[src/rtl/adpll_lock_ctrl_pkg.sv]
// Shared types for the ADPLL lock controller: FSM state encoding,
// phase-detector direction and the decision decode helper.
package adpll_pkg;

   typedef enum logic [2:0] {
      IDLE   = 3'd0,
      COARSE = 3'd1,
      FINE   = 3'd2,
      LOCKED = 3'd3
   } state_t;

   typedef enum logic [1:0] {
      DIR_NONE = 2'd0,
      DIR_UP   = 2'd1,
      DIR_DN   = 2'd2
   } dir_t;

   // Up alone means the DCO is slow, Dn alone means fast; both or neither
   // carry no usable information.
   function automatic dir_t decode_dir(input logic i_up, input logic i_dn);
      dir_t v_dir;
      case ({i_up, i_dn})
         2'b10:   v_dir = DIR_UP;
         2'b01:   v_dir = DIR_DN;
         default: v_dir = DIR_NONE;
      endcase
      return v_dir;
   endfunction

endpackage

[src/rtl/adpll_settle_ctr.sv]
// Loadable down-counter. o_ready is high once the count has run out,
// i.e. the DCO has had the requested number of cycles to settle.
module adpll_settle_ctr
   import adpll_pkg::*;
#(
   parameter int WIDTH = 3
)(
   input  logic             i_clk,
   input  logic             i_rst,
   input  logic             i_load,
   input  logic [WIDTH-1:0] i_load_val,
   output logic             o_ready
);

   logic [WIDTH-1:0] r_cnt;

   // Reload on every word update, otherwise count down and stop at zero.
   always_ff @(posedge i_clk or posedge i_rst) begin
      if (i_rst) begin
         r_cnt <= {WIDTH{1'b0}};
      end else if (i_load) begin
         r_cnt <= i_load_val;
      end else if (r_cnt != {WIDTH{1'b0}}) begin
         r_cnt <= r_cnt - WIDTH'(1);
      end else begin
         r_cnt <= r_cnt;
      end
   end

   assign o_ready = (r_cnt == {WIDTH{1'b0}});

endmodule

[src/rtl/adpll_lock_ctrl.sv]
// ADPLL frequency acquisition and lock controller. Binary-searches the
// coarse DCO word, then tracks with single fine steps, declares lock after
// enough direction reversals and drops lock on a sustained one-sided error.
module adpll_lock_ctrl
   import adpll_pkg::*;
#(
   parameter int CW_COARSE  = 6,
   parameter int CW_FINE    = 8,
   parameter int LOCK_CNT   = 16,
   parameter int SETTLE     = 4,
   parameter int UNLOCK_THR = 4
)(
   input  logic                 Clk,
   input  logic                 Reset,
   input  logic                 En,
   input  logic                 Pfd_Valid,
   input  logic                 Pfd_Up,
   input  logic                 Pfd_Dn,
   output logic [CW_COARSE-1:0] Coarse_Word,
   output logic [CW_FINE-1:0]   Fine_Word,
   output logic                 Dco_Load,
   output logic                 Locked,
   output logic [2:0]           State
);

   localparam int IW = (CW_COARSE > 1) ? $clog2(CW_COARSE) : 1;
   localparam int RW = $clog2(LOCK_CNT + 1);
   localparam int UW = $clog2(UNLOCK_THR + 1);
   localparam int SW = (SETTLE > 0) ? $clog2(SETTLE + 1) : 1;

   localparam logic [CW_COARSE-1:0] C_MID  = {1'b1, {(CW_COARSE-1){1'b0}}};
   localparam logic [CW_COARSE-1:0] C_MAX  = {CW_COARSE{1'b1}};
   localparam logic [CW_COARSE-1:0] C_ZERO = {CW_COARSE{1'b0}};
   localparam logic [CW_FINE-1:0]   F_MID  = {1'b1, {(CW_FINE-1){1'b0}}};
   localparam logic [CW_FINE-1:0]   F_MAX  = {CW_FINE{1'b1}};
   localparam logic [CW_FINE-1:0]   F_ZERO = {CW_FINE{1'b0}};
   localparam logic [IW-1:0]        IDX_TOP    = IW'(CW_COARSE - 1);
   localparam logic [RW-1:0]        REV_LOCK   = RW'(LOCK_CNT);
   localparam logic [UW-1:0]        RUN_THR    = UW'(UNLOCK_THR);
   localparam logic [SW-1:0]        SETTLE_VAL = SW'(SETTLE);

   state_t               r_state,    w_state;
   logic [CW_COARSE-1:0] r_coarse,   w_coarse;
   logic [CW_FINE-1:0]   r_fine,     w_fine;
   logic [IW-1:0]        r_idx,      w_idx;
   logic [RW-1:0]        r_rev_cnt,  w_rev_cnt;
   logic [UW-1:0]        r_run_cnt,  w_run_cnt;
   dir_t                 r_prev_dir, w_prev_dir;
   logic                 r_locked,   w_locked;
   logic                 r_dco_load;

   dir_t                 w_dir;
   logic                 w_ready;
   logic                 w_strobe;
   logic                 w_decide;
   logic                 w_update;
   logic                 w_carry;
   logic                 w_at_edge;
   logic                 w_coarse_lim;
   logic                 w_reversal;
   logic                 w_same;
   logic [UW-1:0]        w_run_inc;

   adpll_settle_ctr #(
      .WIDTH (SW)
   ) u_settle (
      .i_clk      (Clk),
      .i_rst      (Reset),
      .i_load     (w_update),
      .i_load_val (SETTLE_VAL),
      .o_ready    (w_ready)
   );

   assign w_dir        = decode_dir(Pfd_Up, Pfd_Dn);
   assign w_strobe     = Pfd_Valid & w_ready;
   assign w_decide     = w_strobe & (w_dir != DIR_NONE);
   assign w_at_edge    = (w_dir == DIR_UP) ? (r_fine == F_MAX) : (r_fine == F_ZERO);
   assign w_coarse_lim = (w_dir == DIR_UP) ? (r_coarse == C_MAX) : (r_coarse == C_ZERO);
   assign w_reversal   = (r_prev_dir != DIR_NONE) && (w_dir != r_prev_dir);
   assign w_same       = (w_dir == r_prev_dir);
   assign w_run_inc    = (r_run_cnt < RUN_THR) ? (r_run_cnt + UW'(1)) : r_run_cnt;

   // Next-state, word datapath and bookkeeping for every FSM state.
   always_comb begin
      w_state    = r_state;
      w_coarse   = r_coarse;
      w_fine     = r_fine;
      w_idx      = r_idx;
      w_rev_cnt  = r_rev_cnt;
      w_run_cnt  = r_run_cnt;
      w_prev_dir = r_prev_dir;
      w_locked   = r_locked;
      w_update   = 1'b0;
      w_carry    = 1'b0;

      if ((r_state != IDLE) && !En) begin
         // Dropping enable parks the controller with the words frozen.
         w_state  = IDLE;
         w_locked = 1'b0;
      end else begin
         case (r_state)
            IDLE: begin
               if (En) begin
                  w_state    = COARSE;
                  w_idx      = IDX_TOP;
                  w_coarse   = C_MID;
                  w_fine     = F_MID;
                  w_rev_cnt  = {RW{1'b0}};
                  w_run_cnt  = {UW{1'b0}};
                  w_prev_dir = DIR_NONE;
                  w_locked   = 1'b0;
                  w_update   = 1'b1;
               end else begin
                  w_state = IDLE;
               end
            end

            COARSE: begin
               if (w_decide) begin
                  // Keep the trial bit on Up, drop it on Dn, then try the next one.
                  if (w_dir == DIR_DN) begin
                     w_coarse[r_idx] = 1'b0;
                  end else begin
                     w_coarse[r_idx] = 1'b1;
                  end
                  if (r_idx != {IW{1'b0}}) begin
                     w_coarse[r_idx - IW'(1)] = 1'b1;
                     w_idx = r_idx - IW'(1);
                  end else begin
                     w_state    = FINE;
                     w_fine     = F_MID;
                     w_prev_dir = DIR_NONE;
                     w_rev_cnt  = {RW{1'b0}};
                  end
                  w_update = 1'b1;
               end else begin
                  w_state = COARSE;
               end
            end

            FINE, LOCKED: begin
               if (w_decide) begin
                  w_prev_dir = w_dir;
                  if (!w_at_edge) begin
                     w_fine   = (w_dir == DIR_UP) ? (r_fine + CW_FINE'(1)) : (r_fine - CW_FINE'(1));
                     w_update = 1'b1;
                  end else if (!w_coarse_lim) begin
                     // Fine range exhausted: move one coarse step and recentre.
                     w_coarse = (w_dir == DIR_UP) ? (r_coarse + CW_COARSE'(1))
                                                  : (r_coarse - CW_COARSE'(1));
                     w_fine   = F_MID;
                     w_update = 1'b1;
                     w_carry  = 1'b1;
                  end else begin
                     w_update = 1'b0;
                  end

                  if (r_state == FINE) begin
                     if (w_carry) begin
                        w_rev_cnt = {RW{1'b0}};
                     end else if (w_reversal && (r_rev_cnt < REV_LOCK)) begin
                        w_rev_cnt = r_rev_cnt + RW'(1);
                        if (r_rev_cnt == (REV_LOCK - RW'(1))) begin
                           w_state   = LOCKED;
                           w_locked  = 1'b1;
                           w_run_cnt = {UW{1'b0}};
                        end else begin
                           w_state = FINE;
                        end
                     end else begin
                        w_rev_cnt = r_rev_cnt;
                     end
                  end else begin
                     w_run_cnt = w_same ? w_run_inc : UW'(1);
                     if (w_carry || (w_run_cnt >= RUN_THR)) begin
                        w_state   = FINE;
                        w_locked  = 1'b0;
                        w_rev_cnt = {RW{1'b0}};
                        w_run_cnt = {UW{1'b0}};
                     end else begin
                        w_state = LOCKED;
                     end
                  end
               end else if (w_strobe) begin
                  // Ambiguous comparison: breaks a one-sided run, nothing more.
                  w_run_cnt = {UW{1'b0}};
               end else begin
                  w_run_cnt = r_run_cnt;
               end
            end

            default: begin
               w_state  = IDLE;
               w_locked = 1'b0;
            end
         endcase
      end
   end

   // State and datapath registers; Dco_Load flags the first cycle of a new word.
   always_ff @(posedge Clk or posedge Reset) begin
      if (Reset) begin
         r_state    <= IDLE;
         r_coarse   <= C_MID;
         r_fine     <= F_MID;
         r_idx      <= {IW{1'b0}};
         r_rev_cnt  <= {RW{1'b0}};
         r_run_cnt  <= {UW{1'b0}};
         r_prev_dir <= DIR_NONE;
         r_locked   <= 1'b0;
         r_dco_load <= 1'b0;
      end else begin
         r_state    <= w_state;
         r_coarse   <= w_coarse;
         r_fine     <= w_fine;
         r_idx      <= w_idx;
         r_rev_cnt  <= w_rev_cnt;
         r_run_cnt  <= w_run_cnt;
         r_prev_dir <= w_prev_dir;
         r_locked   <= w_locked;
         r_dco_load <= w_update;
      end
   end

   assign Coarse_Word = r_coarse;
   assign Fine_Word   = r_fine;
   assign Dco_Load    = r_dco_load;
   assign Locked      = r_locked;
   assign State       = r_state;

endmodule

[config.mk]
export PLATFORM = sky130hd
export DESIGN_NAME = adpll_lock_ctrl
export DESIGN_NICKNAME = d
export VERILOG_FILES = /design/src/rtl/adpll_lock_ctrl_pkg.sv /design/src/rtl/adpll_settle_ctr.sv /design/src/rtl/adpll_lock_ctrl.sv
export SDC_FILE = /design/constraint.sdc
export NUM_CORES = 1
export LEC_CHECK = 0
export CAP_MARGIN = 20
export CELL_PAD_IN_SITES_DETAIL_PLACEMENT = 1
export CELL_PAD_IN_SITES_GLOBAL_PLACEMENT = 1
export CORE_AREA = 2 2 109 58
export DETAILED_ROUTE_END_ITERATION = 6
export DIE_AREA = 0 0 111 60
export PLACE_DENSITY_LB_ADDON = 0.3
export REMOVE_ABC_BUFFERS = 1
export SYNTH_ARGS = -nofsm -noshare
export SYNTH_HDL_FRONTEND = slang
export SYNTH_SLANG_ARGS = --single-unit
[constraint.sdc]
create_clock -name Clk -period 3.66 [get_ports Clk]
set_clock_uncertainty 0.05 [all_clocks]
set_input_delay 0.732 -clock Clk [delete_from_list [all_inputs] [get_ports Clk]]
set_output_delay 0.732 -clock Clk [all_outputs]
set_load 0.01 [all_outputs]
==> flow_metrics.tcl <==
set metrics [dict create \
    status "complete, no violations" \
    setup_ws_ps 378 \
    dp_cells 392 \
    p_leak_nw 1.33 \
    synthTopCellsByArea "dfrtp_1 31%, ha_1 9.1%, o21ai_0 4.2%, xnor2_1 3.4%, nand2_1 3.3%" \
    async_reset_ff_share_pct 100 \
    cts_setup_buffers 0 \
    synth_common_cells "32 x dfrtp_1, 23 x nand2_1, 22 x o21ai_0" \
    cp.buffers_inverters 2 \
    fin_crit_sh_pct 89.7 \
    crit_type "input pin to flop" \
    cts.repair.resized 0 \
    clock_latency_ps 290 \
    finalMaxSlewViolations 0 \
    place_area_um2 2930 \
    syn_avg_cell_area_um2 8.82 \
    detailed_place_hpwl_um 6120 \
    htreeDepth 2 \
    io_pins 25 \
    pre_cts_slack_ps 90.0 \
    maxCapViolations 0 \
    clkSlewWorstSetupHoldPaths_ps 60 \
    cts_root_buffer "clkbuf_16" \
    clock_sinks 34 \
    vias 2432 \
    yosysMostFrequentCell "dfrtp_1" \
    die_y_um 60 \
    antenna_found_initial 0 \
    gp_congestion 0.876 \
    synth_edf_count 0 \
    core_area_um2 5780 \
    cp_max_fo 8 \
    reg2reg_depth 9 \
    grt_pass1_wl_um 13400 \
    setup_viol 0 \
    die_w_um 111 \
    critPathMaxStageDelay_ps 490 \
    cts_hold_buf 0 \
    firstDrtPassIters 4 \
    die_area_um2 6660 \
    yosysWarnings 0 \
    rrSetupSlack_ps 980 \
    synth_largest_area_cell "dfrtp_1" \
    finalHoldViolations 0 \
    ys_seq_area_share_pct 32.7 \
    layout-drive-gt1-share_pct 10.5 \
    vdd_drop_max_uv 307 \
    routed_wl_um 8030 \
    worst_path_max_delay_cell "clkdlybuf4s50_1" \
    yosysTopAreaCellShare_pct 30.7 \
    arrival_ps 3440 \
    relSlewSlack_pct 47.8 \
    clock_path_buffers 2 \
    crit_chain "clkdlybuf4s50_1, ha_1, inv_1, ha_1, a21o_1, a211oi_1, o21ai_0, a21o_1, a31o_2, mux2i_1" \
    cts-buffers-inserted 5 \
    path_delay_family "compound AO/OA/AOI/OAI gates" \
    hold_path.class "flop to flop" \
    grt_pass1_vias 2518 \
    cp-start-kind "input pin" \
    period_needed_ps 3280 \
    grt.overflow.total 0 \
    grt.total_usage_pct 26.1 \
    areaGrowthSynthToFinish_pct 18.6 \
    wire_per_inst_um 20.1 \
    fin_cells 400 \
    num-nets-final 349 \
    synth_cells 296 \
    start_util_pct 45.2 \
    portBuffers 23 \
    synth_area_um2 2610 \
    dr.first_iter.drc_count 115 \
    max_freq_ghz 0.305 \
    cp-end-kind "flop" \
    hold_depth 1 \
    cp_num_cells 10 \
    worstMarginPinSlew_ps 783 \
    stdcell_area_um2 3100 \
    grt_max_degree 22 \
    rows 20 \
    dominantRegCellSynth "dfrtp_1" \
    grt_setup_unrepaired "no" \
    ant_nets 0 \
    n_antenna_cell 0 \
    ys_seq_elements 34 \
    via_per_inst 6.08 \
    ys_types 64 \
    power.density_nw_per_um2 556 \
    cts_tree "done" \
    drc 0 \
    num-fill-cells 691 \
    fin_tns_setup_ps 0 \
    cp.required_ps 3820 \
]
-- layout by cell type (no fill, tap or decap), types with 4 or more instances in the layout --
master           instances
nor2_1                  21
a21oi_1                 16
buf_4                    6
nand2_1                 23
nand2b_1                 4
dfrtp_1                 32
nor2b_1                  4
o21ai_0                 22
a21o_1                   6
a22o_1                   6
clkdlybuf4s50_1         23
nor3_1                   7
clkbuf_16                5
inv_1                   19
a31oi_1                  8
ha_1                    19
nand3_1                 10
xnor2_1                 10
nand4_1                  4
-- registers in the layout, summed over array words and instances (netlist names) --
name,count
u_settle.r_cnt,3
State,2
Locked,1
r_rev_cnt,5
r_idx,3
Coarse_Word,6
Dco_Load,1
Fine_Word,8
r_prev_dir,2
r_run_cnt,3
-- power by group --
group | switching [mW] | internal (mW)
registers | 0.133 | 0.439
clock network | 0.174 | 0.319
logic | 0.358 | 0.301
total | 0.665 | 1.06
-- through the flow --
stage	utilization (%)	hold WS (ps)	power, mW
3_3_place_gp	50.7	433	1.18
3_5_place_dp	50.7	458	1.22
2_1_floorplan	-	418	0.965
4_1_cts	53.6	472	1.72
6_report	53.6	472	1.72
5_1_grt	53.6	485	1.83
-- cell type report --
| class | count | area [µm²] | area share (%) |
|---|---|---|---|
| clock buffers | 5 | 125 | 4.04 |
| inverters | 19 | 71.3 | 2.30 |
| flip-flops and latches | 34 | 853 | 27.5 |
| multi-input cells | 233 | 1640 | 52.8 |
| well taps | 77 | 96.3 | 3.11 |
| clock inverters | 3 | 40.0 | 1.29 |
| repair buffers | 29 | 275 | 8.89 |
-- worst register-to-register path: stages (launching register included) --
cell and delay, ps:
dfrtp_1 570, inv_1 140, ha_1 230, ha_1 270, o21a_1 220, o21ai_0 480
nor3_1 110, buf_4 200, a31o_2 210, mux2i_1 140
-- kinds of logic (layout without fill, tap and decap cells) --
kind of cell             count (synthesis)  count (layout)  synth area share (%)
flip-flops                              34              34                  32.7
AND/OR/NAND/NOR                         95              95                  19.5
other                                    1               1                 0.144
adder cells (fa/ha/maj)                 22              22                  11.0
XOR/XNOR                                13              13                  4.36
AO/OA/AOI/OAI                           97              97                  25.6
buffers and inverters                   29              56                  4.65
multiplexers                             5               5                  2.06
-- metal layers --
layer  GRT usage [%]  vias up  routed length, µm
li1                -     1134                  -
met1            38.6     1239               4170
met2            40.6       54               3400
met3            4.77        5                408
met4            4.64        0                 50
met5               0        -                  0
-- final timing paths --
check                        startpoint      endpoint
min                        r_rev_cnt[0]  r_rev_cnt[0]
max in group asynchronous         Reset  Fine_Word[7]
min in group asynchronous         Reset  Fine_Word[6]
max                              Pfd_Up  Fine_Word[7]
max reg2reg                    r_idx[0]  Fine_Word[7]
min reg2reg                r_rev_cnt[0]  r_rev_cnt[0]
(Power assumes the default switching activity.)
